<file path="config.mk">
export PLATFORM = sky130hd
export DESIGN_NAME = imem_loader_flat
export DESIGN_NICKNAME = d
export VERILOG_FILES = /design/src/rtl/imem_loader_if.sv /design/src/rtl/imem_loader.sv /design/src/flat_wrapper.sv
export SDC_FILE = /design/constraint.sdc
export NUM_CORES = 1
export LEC_CHECK = 0
export CAP_MARGIN = 20
export CORE_UTILIZATION = 55
export CTS_BUF_LIST = sky130_fd_sc_hd__clkbuf_8
export CTS_CLUSTER_DIAMETER = 100
export DETAILED_ROUTE_END_ITERATION = 8
export PLACE_DENSITY = 0.79
export SLEW_MARGIN = 20
export SYNTH_ARGS = -nofsm -noshare
export SYNTH_HDL_FRONTEND = slang
export SYNTH_SLANG_ARGS = --single-unit
</file>
<file path="constraint.sdc">
create_clock -name clk -period 2.6 [get_ports clk]
set_input_delay 0.52 -clock clk [delete_from_list [all_inputs] [get_ports clk]]
set_output_delay 0.52 -clock clk [all_outputs]
set_load 0.02 [all_outputs]
</file>
<file path="src/rtl/imem_loader_if.sv">
// -----------------------------------------------------------------------------
// imem_loader_if
// Bundles the host byte link and the instruction-memory write port used by
// imem_loader.
//   start       - one-cycle load request (host -> loader)
//   byte_valid  - byte_data valid this cycle (host -> loader)
//   byte_data   - stream byte (host -> loader)
//   byte_ready  - loader accepts a byte this cycle (loader -> host)
//   we          - instruction-memory write strobe, one cycle per word
//   waddr       - word-aligned byte address of the word being written
//   wdata       - instruction word being written
//   busy        - load in progress
//   done        - last load finished with matching checksum (level)
//   err         - last load failed (level)
//   cpu_hold    - CPU must stall and keep the instruction ROM disabled
// -----------------------------------------------------------------------------
interface imem_loader_if;
    logic        start;
    logic        byte_valid;
    logic [7:0]  byte_data;
    logic        byte_ready;
    logic        we;
    logic [31:0] waddr;
    logic [31:0] wdata;
    logic        busy;
    logic        done;
    logic        err;
    logic        cpu_hold;

    // Host / stimulus side.
    modport master (
        output start, byte_valid, byte_data,
        input  byte_ready, we, waddr, wdata, busy, done, err, cpu_hold
    );

    // Loader side.
    modport slave (
        input  start, byte_valid, byte_data,
        output byte_ready, we, waddr, wdata, busy, done, err, cpu_hold
    );
endinterface

</file>
<file path="src/rtl/imem_loader.sv">
// -----------------------------------------------------------------------------
// imem_loader
// Boot-time instruction-memory writer. Receives LEN_HI, LEN_LO (big-endian
// word count N), N*4 data bytes (each word MSB first) and a checksum byte
// (8-bit sum of the data bytes). Each assembled word is written to waddr =
// index*4 starting at 0. The CPU is held off until the image has loaded and
// its checksum has matched.
// Ports:
//   clk  - system clock
//   rst  - synchronous, active-high reset
//   bus  - imem_loader_if.slave (byte link, write port, status)
// Parameter:
//   DEPTH - instruction-memory depth in words; largest legal word count
// -----------------------------------------------------------------------------
module imem_loader #(
    parameter int DEPTH = 1024
) (
    input  logic          clk,
    input  logic          rst,
    imem_loader_if.slave  bus
);
    // One extra bit so the index can represent N = DEPTH.
    localparam int IDX_W = $clog2(DEPTH) + 1;

    typedef enum logic [2:0] {
        IDLE, LEN_HI, LEN_LO, DATA, CHK, DONE, ERR
    } state_e;

    // Status flags as a function of the state they will take effect in:
    // {byte_ready, busy, done, err, cpu_hold}.
    function automatic logic [4:0] flags_of(state_e s);
        case (s)
            LEN_HI, LEN_LO, DATA, CHK: flags_of = 5'b11001;
            DONE:                      flags_of = 5'b00100;
            ERR:                       flags_of = 5'b00011;
            default:                   flags_of = 5'b00001;
        endcase
    endfunction

    state_e             state_q, state_d;
    logic [4:0]         flags_q;
    logic [15:0]        len_q;
    logic [IDX_W-1:0]   idx_q;
    logic [1:0]         cnt_q;
    logic [23:0]        asm_q;    // first three bytes of the current word
    logic [7:0]         sum_q;
    logic               we_q;
    logic [31:0]        waddr_q;
    logic [31:0]        wdata_q;

    logic               accept;
    logic [15:0]        len_in;
    logic               last_word;

    assign accept    = bus.byte_valid && flags_q[4];
    assign len_in    = {len_q[15:8], bus.byte_data};
    assign last_word = (16'(idx_q) + 16'd1) == len_q;

    // Next-state logic.
    always_comb begin
        // NOTE: default assignment first so every path drives state_d and no latch is inferred.
        state_d = state_q;
        case (state_q)
            IDLE, DONE, ERR: if (bus.start) state_d = LEN_HI;
            LEN_HI:          if (accept) state_d = LEN_LO;
            LEN_LO: begin
                if (accept) begin
                    if (len_in > 16'(DEPTH))  state_d = ERR;
                    else if (len_in == 16'd0) state_d = CHK;
                    else                      state_d = DATA;
                end
            end
            DATA:            if (accept && cnt_q == 2'd3 && last_word) state_d = CHK;
            CHK:             if (accept) state_d = (bus.byte_data == sum_q) ? DONE : ERR;
            default:         state_d = IDLE;
        endcase
    end

    always_ff @(posedge clk) begin
        if (rst) begin
            state_q <= IDLE;
            flags_q <= flags_of(IDLE);
            len_q   <= '0;
            idx_q   <= '0;
            cnt_q   <= '0;
            asm_q   <= '0;
            sum_q   <= '0;
            we_q    <= 1'b0;
            waddr_q <= '0;
            wdata_q <= '0;
        end else begin
            // NOTE: non-blocking assignments so every register samples pre-edge values.
            state_q <= state_d;
            // Flags registered from the next state so they line up with it.
            flags_q <= flags_of(state_d);
            we_q    <= 1'b0;
            case (state_q)
                IDLE, DONE, ERR: begin
                    if (bus.start) begin
                        idx_q <= '0;
                        cnt_q <= '0;
                        sum_q <= '0;
                    end
                end
                LEN_HI: if (accept) len_q[15:8] <= bus.byte_data;
                LEN_LO: if (accept) len_q[7:0]  <= bus.byte_data;
                DATA: begin
                    if (accept) begin
                        asm_q <= {asm_q[15:0], bus.byte_data};
                        sum_q <= sum_q + bus.byte_data;
                        cnt_q <= cnt_q + 2'd1;
                        if (cnt_q == 2'd3) begin
                            wdata_q <= {asm_q, bus.byte_data};
                            waddr_q <= 32'({idx_q, 2'b00});
                            we_q    <= 1'b1;
                            idx_q   <= idx_q + 1'b1;
                        end
                    end
                end
                default: ;
            endcase
        end
    end

    assign bus.byte_ready = flags_q[4];
    assign bus.busy       = flags_q[3];
    assign bus.done       = flags_q[2];
    assign bus.err        = flags_q[1];
    assign bus.cpu_hold   = flags_q[0];
    assign bus.we         = we_q;
    assign bus.waddr      = waddr_q;
    assign bus.wdata      = wdata_q;
endmodule

</file>
<file path="src/flat_wrapper.sv">
// flat-port wrapper written by rule: the top's interface ports become plain ports
module imem_loader_flat 
#(
    parameter int DEPTH = 1024
)
  (clk, rst, bus_start, bus_byte_valid, bus_byte_data, bus_byte_ready, bus_we, bus_waddr, bus_wdata, bus_busy, bus_done, bus_err, bus_cpu_hold);
  imem_loader_if bus_i ();
  input  logic clk;
  input  logic rst;
  input wire logic [$bits(bus_i.start)-1:0] bus_start;
  input wire logic [$bits(bus_i.byte_valid)-1:0] bus_byte_valid;
  input wire logic [$bits(bus_i.byte_data)-1:0] bus_byte_data;
  output wire logic [$bits(bus_i.byte_ready)-1:0] bus_byte_ready;
  output wire logic [$bits(bus_i.we)-1:0] bus_we;
  output wire logic [$bits(bus_i.waddr)-1:0] bus_waddr;
  output wire logic [$bits(bus_i.wdata)-1:0] bus_wdata;
  output wire logic [$bits(bus_i.busy)-1:0] bus_busy;
  output wire logic [$bits(bus_i.done)-1:0] bus_done;
  output wire logic [$bits(bus_i.err)-1:0] bus_err;
  output wire logic [$bits(bus_i.cpu_hold)-1:0] bus_cpu_hold;
  assign bus_i.start = bus_start;
  assign bus_i.byte_valid = bus_byte_valid;
  assign bus_i.byte_data = bus_byte_data;
  assign bus_byte_ready = bus_i.byte_ready;
  assign bus_we = bus_i.we;
  assign bus_waddr = bus_i.waddr;
  assign bus_wdata = bus_i.wdata;
  assign bus_busy = bus_i.busy;
  assign bus_done = bus_i.done;
  assign bus_err = bus_i.err;
  assign bus_cpu_hold = bus_i.cpu_hold;
  imem_loader #(.DEPTH(DEPTH)) u_core (.clk(clk), .rst(rst), .bus(bus_i));
endmodule
</file>
==> results.txt <==
* Total power of the final layout: 3.01 mW
* Resized cells post-CTS: 0
- Post-synth EDFFs: 0
- Once layout is complete, the utilization of the core stands at 67.9%.
- Effective utilization at floorplan: 57.7%
* Relative slew slack: 39.9%
- Worst slack, placed: -192 ps
- Data required time at the worst endpoint: 2900 ps
- Static leakage power: 2.19 nW
* Register bit total from synthesis: 112
- Length of the first detailed-routing pass in iterations: 8
- The worst setup path is of the in -> reg kind.
- CTS HTree Levels: 3
* Gate count of the mapped netlist: 629
- The routed layout has 4,457 vias.
- Proportion of layout cells with a drive suffix above 1: 8.79%
- Counting along the longest clock path gives a buffer depth of 2.
* WL final: 11.7 mm
- Share of the clock period used by the worst path after layout: 92.6%
- Cell at the root of the clock tree: clkbuf_8
* Commonest cells after routing, fill and taps aside: 146 x nand2_1, 112 x dfxtp_1, 87 x a21oi_1, 59 x clkdlybuf4s50_1, 48 x nor2_1
* Die width: 98.3 um
- The first global-routing pass estimated 19.5 mm of wire.
- The congestion estimate from routability-driven global placement came to 0.908.
- The later pin in the worst-skew pair is clocked with a latency of 370 ps.
* Detail Placement HPWL: 8.15 mm
- Unrepaired setup endpoints after global routing: false
- Worst-path maximum fanout: 6
- The count of pins over their slew limit is 0.
- For this design, the CTS-stage hold fixing added 0 buffers.
* Non-filler cells in the finished layout: 802
- Power density over the cells: 501 nW/um2
* Chip height: 98.3 um
- The worst setup path is captured at a register.
- Antenna violations before repair: 0
- Dividing the detail-routed wire length by the instance count gives 14.6 um.
- Mean area per synthesized cell: 8.11 um2
* I/O pin cnt: 82
- The run finished, with violations left.
* Total overflow reported by the global router: 0
- Derived from the worst setup path, the maximum achievable clock frequency is 415 MHz.
* Tightest Hold Check Type: reg -> reg
- Core area: 8850 um2
- In this run the tool buffered the top-level ports with 60 buffer cells.
- Worst setup SP type: primary input
- Number of setup violations in the final report: 0
- Most common library cell in the layout ignoring fill and taps: nand2_1
* Post CTS Setup Buffer Count: 0
- Floorplan row count: 34
- Via/cell ratio: 5.56
- Die Outline Area: 9670 um2
* Proportion of synthesized chip area in sequential cells: 43.9%
- From synthesis to final layout, the design area changed by 17.7%.
- In the final design database the tool counted 712 nets.
- TritonCTS built the clock tree.
- Initial detailed-routing violation count: 298
- Total routing usage reported by global routing: 25.0%
* Clock transition at the registers of the reported paths: 110 ps
* # diodes: 0
* Total number of clock tree sinks: 112
- Async set-reset flop share out of synthesis: 0%
- Number of cells in the design after placement: 787
- Peak VDD IR: 294 uV
- For the worst setup path, the data arrival time is 2700 ps.
- Vias in the first global route: 4,022
* Slew at the pin with the worst max-slew slack: 902 ps
* Cts bufs inserted: 9
* Largest net degree at the start of global routing: 65
* Final critical path time including I/O delays and setup: 2410 ps
* Hold Worst Slack: 458 ps
- # DRC: 5
- During synthesis, Yosys emitted a total of 0 warnings.
- The detail route stage leaves a number of antenna-violating nets equal to 0.
* Skew final: 5.86 ps
- Setup WS post-layout: 192 ps
- Failing checks: DRC
* Final-report hold violation count: 0
- Netlist cell types: 54
- Number of maximum-capacitance constraint violations: 0
- Mapped Area: 5100 um2
- Main flop type after synthesis: dfxtp_1
==> worst max-delay path, cell delays in order <==
cell and delay [ps]:
clkdlybuf4s50_1 430, buf_4 170, ha_1 310, nor4_1 300, buf_4 180, a31oi_1 70
o22ai_1 140, o21ai_0 120, a2111o_1 400, o31ai_2 60
==> layout make-up <==
cell class	instances	area (um2)
Fill cell	729	2840
Multi-Input combinational cell	471	2570
Tap cell	108	135
Clock buffer	9	124
Clock inverter	6	77.6
Timing Repair Buffer	93	846
Sequential cell	112	2240
Inverter	3	11.3
==> path summary, 6_finish.rpt <==
check,from,endpoint,slack [ps],cells after the start
min reg2reg,u_core.bus.waddr[7],u_core.bus.waddr[7],460,2
max,bus_byte_data[1],u_core.flags_q[3],190,10
max reg2reg,u_core.idx_q[1],u_core.state_q[1],260,7
min,u_core.bus.waddr[7],u_core.bus.waddr[7],460,2
==> power by group <==
| part | internal (mW) | switching (mW) | total (mW) |
|---|---|---|---|
| Combinational | 0.0742 | 0.129 | 0.203 |
| Clock | 0.460 | 0.618 | 1.08 |
| Sequential | 1.72 | 0.0101 | 1.73 |
| Total | 2.25 | 0.756 | 3.01 |
==> stage by stage <==
step	TNS, ps	cell area [um2]
2_1_floorplan	0	5180
3_3_place_gp	-720	5800
3_5_place_dp	-1190	5800
4_1_cts	0	6000
5_1_grt	0	6000
6_report	0	6000
==> cell usage after synthesis (2+ instances only) <==
| master | count | area [um2] |
|---|---|---|
| nor3_1 | 14 | 70.1 |
| o21ai_0 | 14 | 70.1 |
| a31oi_1 | 7 | 43.8 |
| a2111o_1 | 2 | 22.5 |
| nand2_1 | 147 | 552 |
| and3_1 | 4 | 25.0 |
| buf_4 | 25 | 188 |
| or4_4 | 2 | 22.5 |
| a21o_1 | 2 | 15.0 |
| xnor2_1 | 15 | 131 |
| clkbuf_1 | 26 | 97.6 |
| buf_6 | 3 | 33.8 |
| mux2i_1 | 17 | 170 |
| nor3b_1 | 4 | 30.0 |
| nor2_1 | 48 | 180 |
| nand4_1 | 5 | 31.3 |
| inv_1 | 3 | 11.3 |
| o31a_1 | 2 | 17.5 |
| a21oi_1 | 87 | 435 |
| nor4_1 | 5 | 31.3 |
| nand2b_1 | 3 | 18.8 |
| or2_2 | 2 | 12.5 |
| or3_1 | 8 | 50.1 |
| dfxtp_1 | 112 | 2240 |
| ha_1 | 9 | 113 |
| o21bai_1 | 3 | 22.5 |
| or2b_1 | 2 | 15.0 |
| nand3_1 | 8 | 40.0 |
| buf_2 | 8 | 40.0 |
| or4_1 | 4 | 30.0 |
| xor2_1 | 6 | 52.6 |
| a22oi_1 | 7 | 52.6 |
| nor2b_1 | 2 | 12.5 |
| nand3b_1 | 3 | 22.5 |
==> state kept, by name (all words and copies together), names as in the netlist <==
register and count:
u_core.bus.wdata 32, u_core.asm_q 24, u_core.len_q 16, u_core.bus.waddr 11, u_core.idx_q 11, u_core.sum_q 8
u_core.flags_q 4, u_core.state_q 3, u_core.cnt_q 2, u_core.bus.we 1
==> kinds of logic (layout without fill, tap and decap cells) <==
kind of cell    Yosys count  after routing  synth area share [%]
compound gates          135            135                  15.7
mux                      18             18                  3.56
simple gates            266            266                  23.2
fa+ha+maj                10             10                  2.60
other cells               1             21                0.0735
buf+inv                  66            111                  7.33
flops                   112            112                  43.9
xor+xnor                 21             21                  3.60
==> routing by layer <==
| layer | GRT usage [%] | up-vias | routed length (um) |
|---|---|---|---|
| met3 | 3.15 | 15 | 510 |
| met5 | 0 | - | 0 |
| met4 | 8.73 | 0 | 176 |
| met1 | 33.3 | 2101 | 5340 |
| met2 | 41.7 | 124 | 5660 |
| li1 | - | 2217 | - |
(Power assumes the default switching activity.)
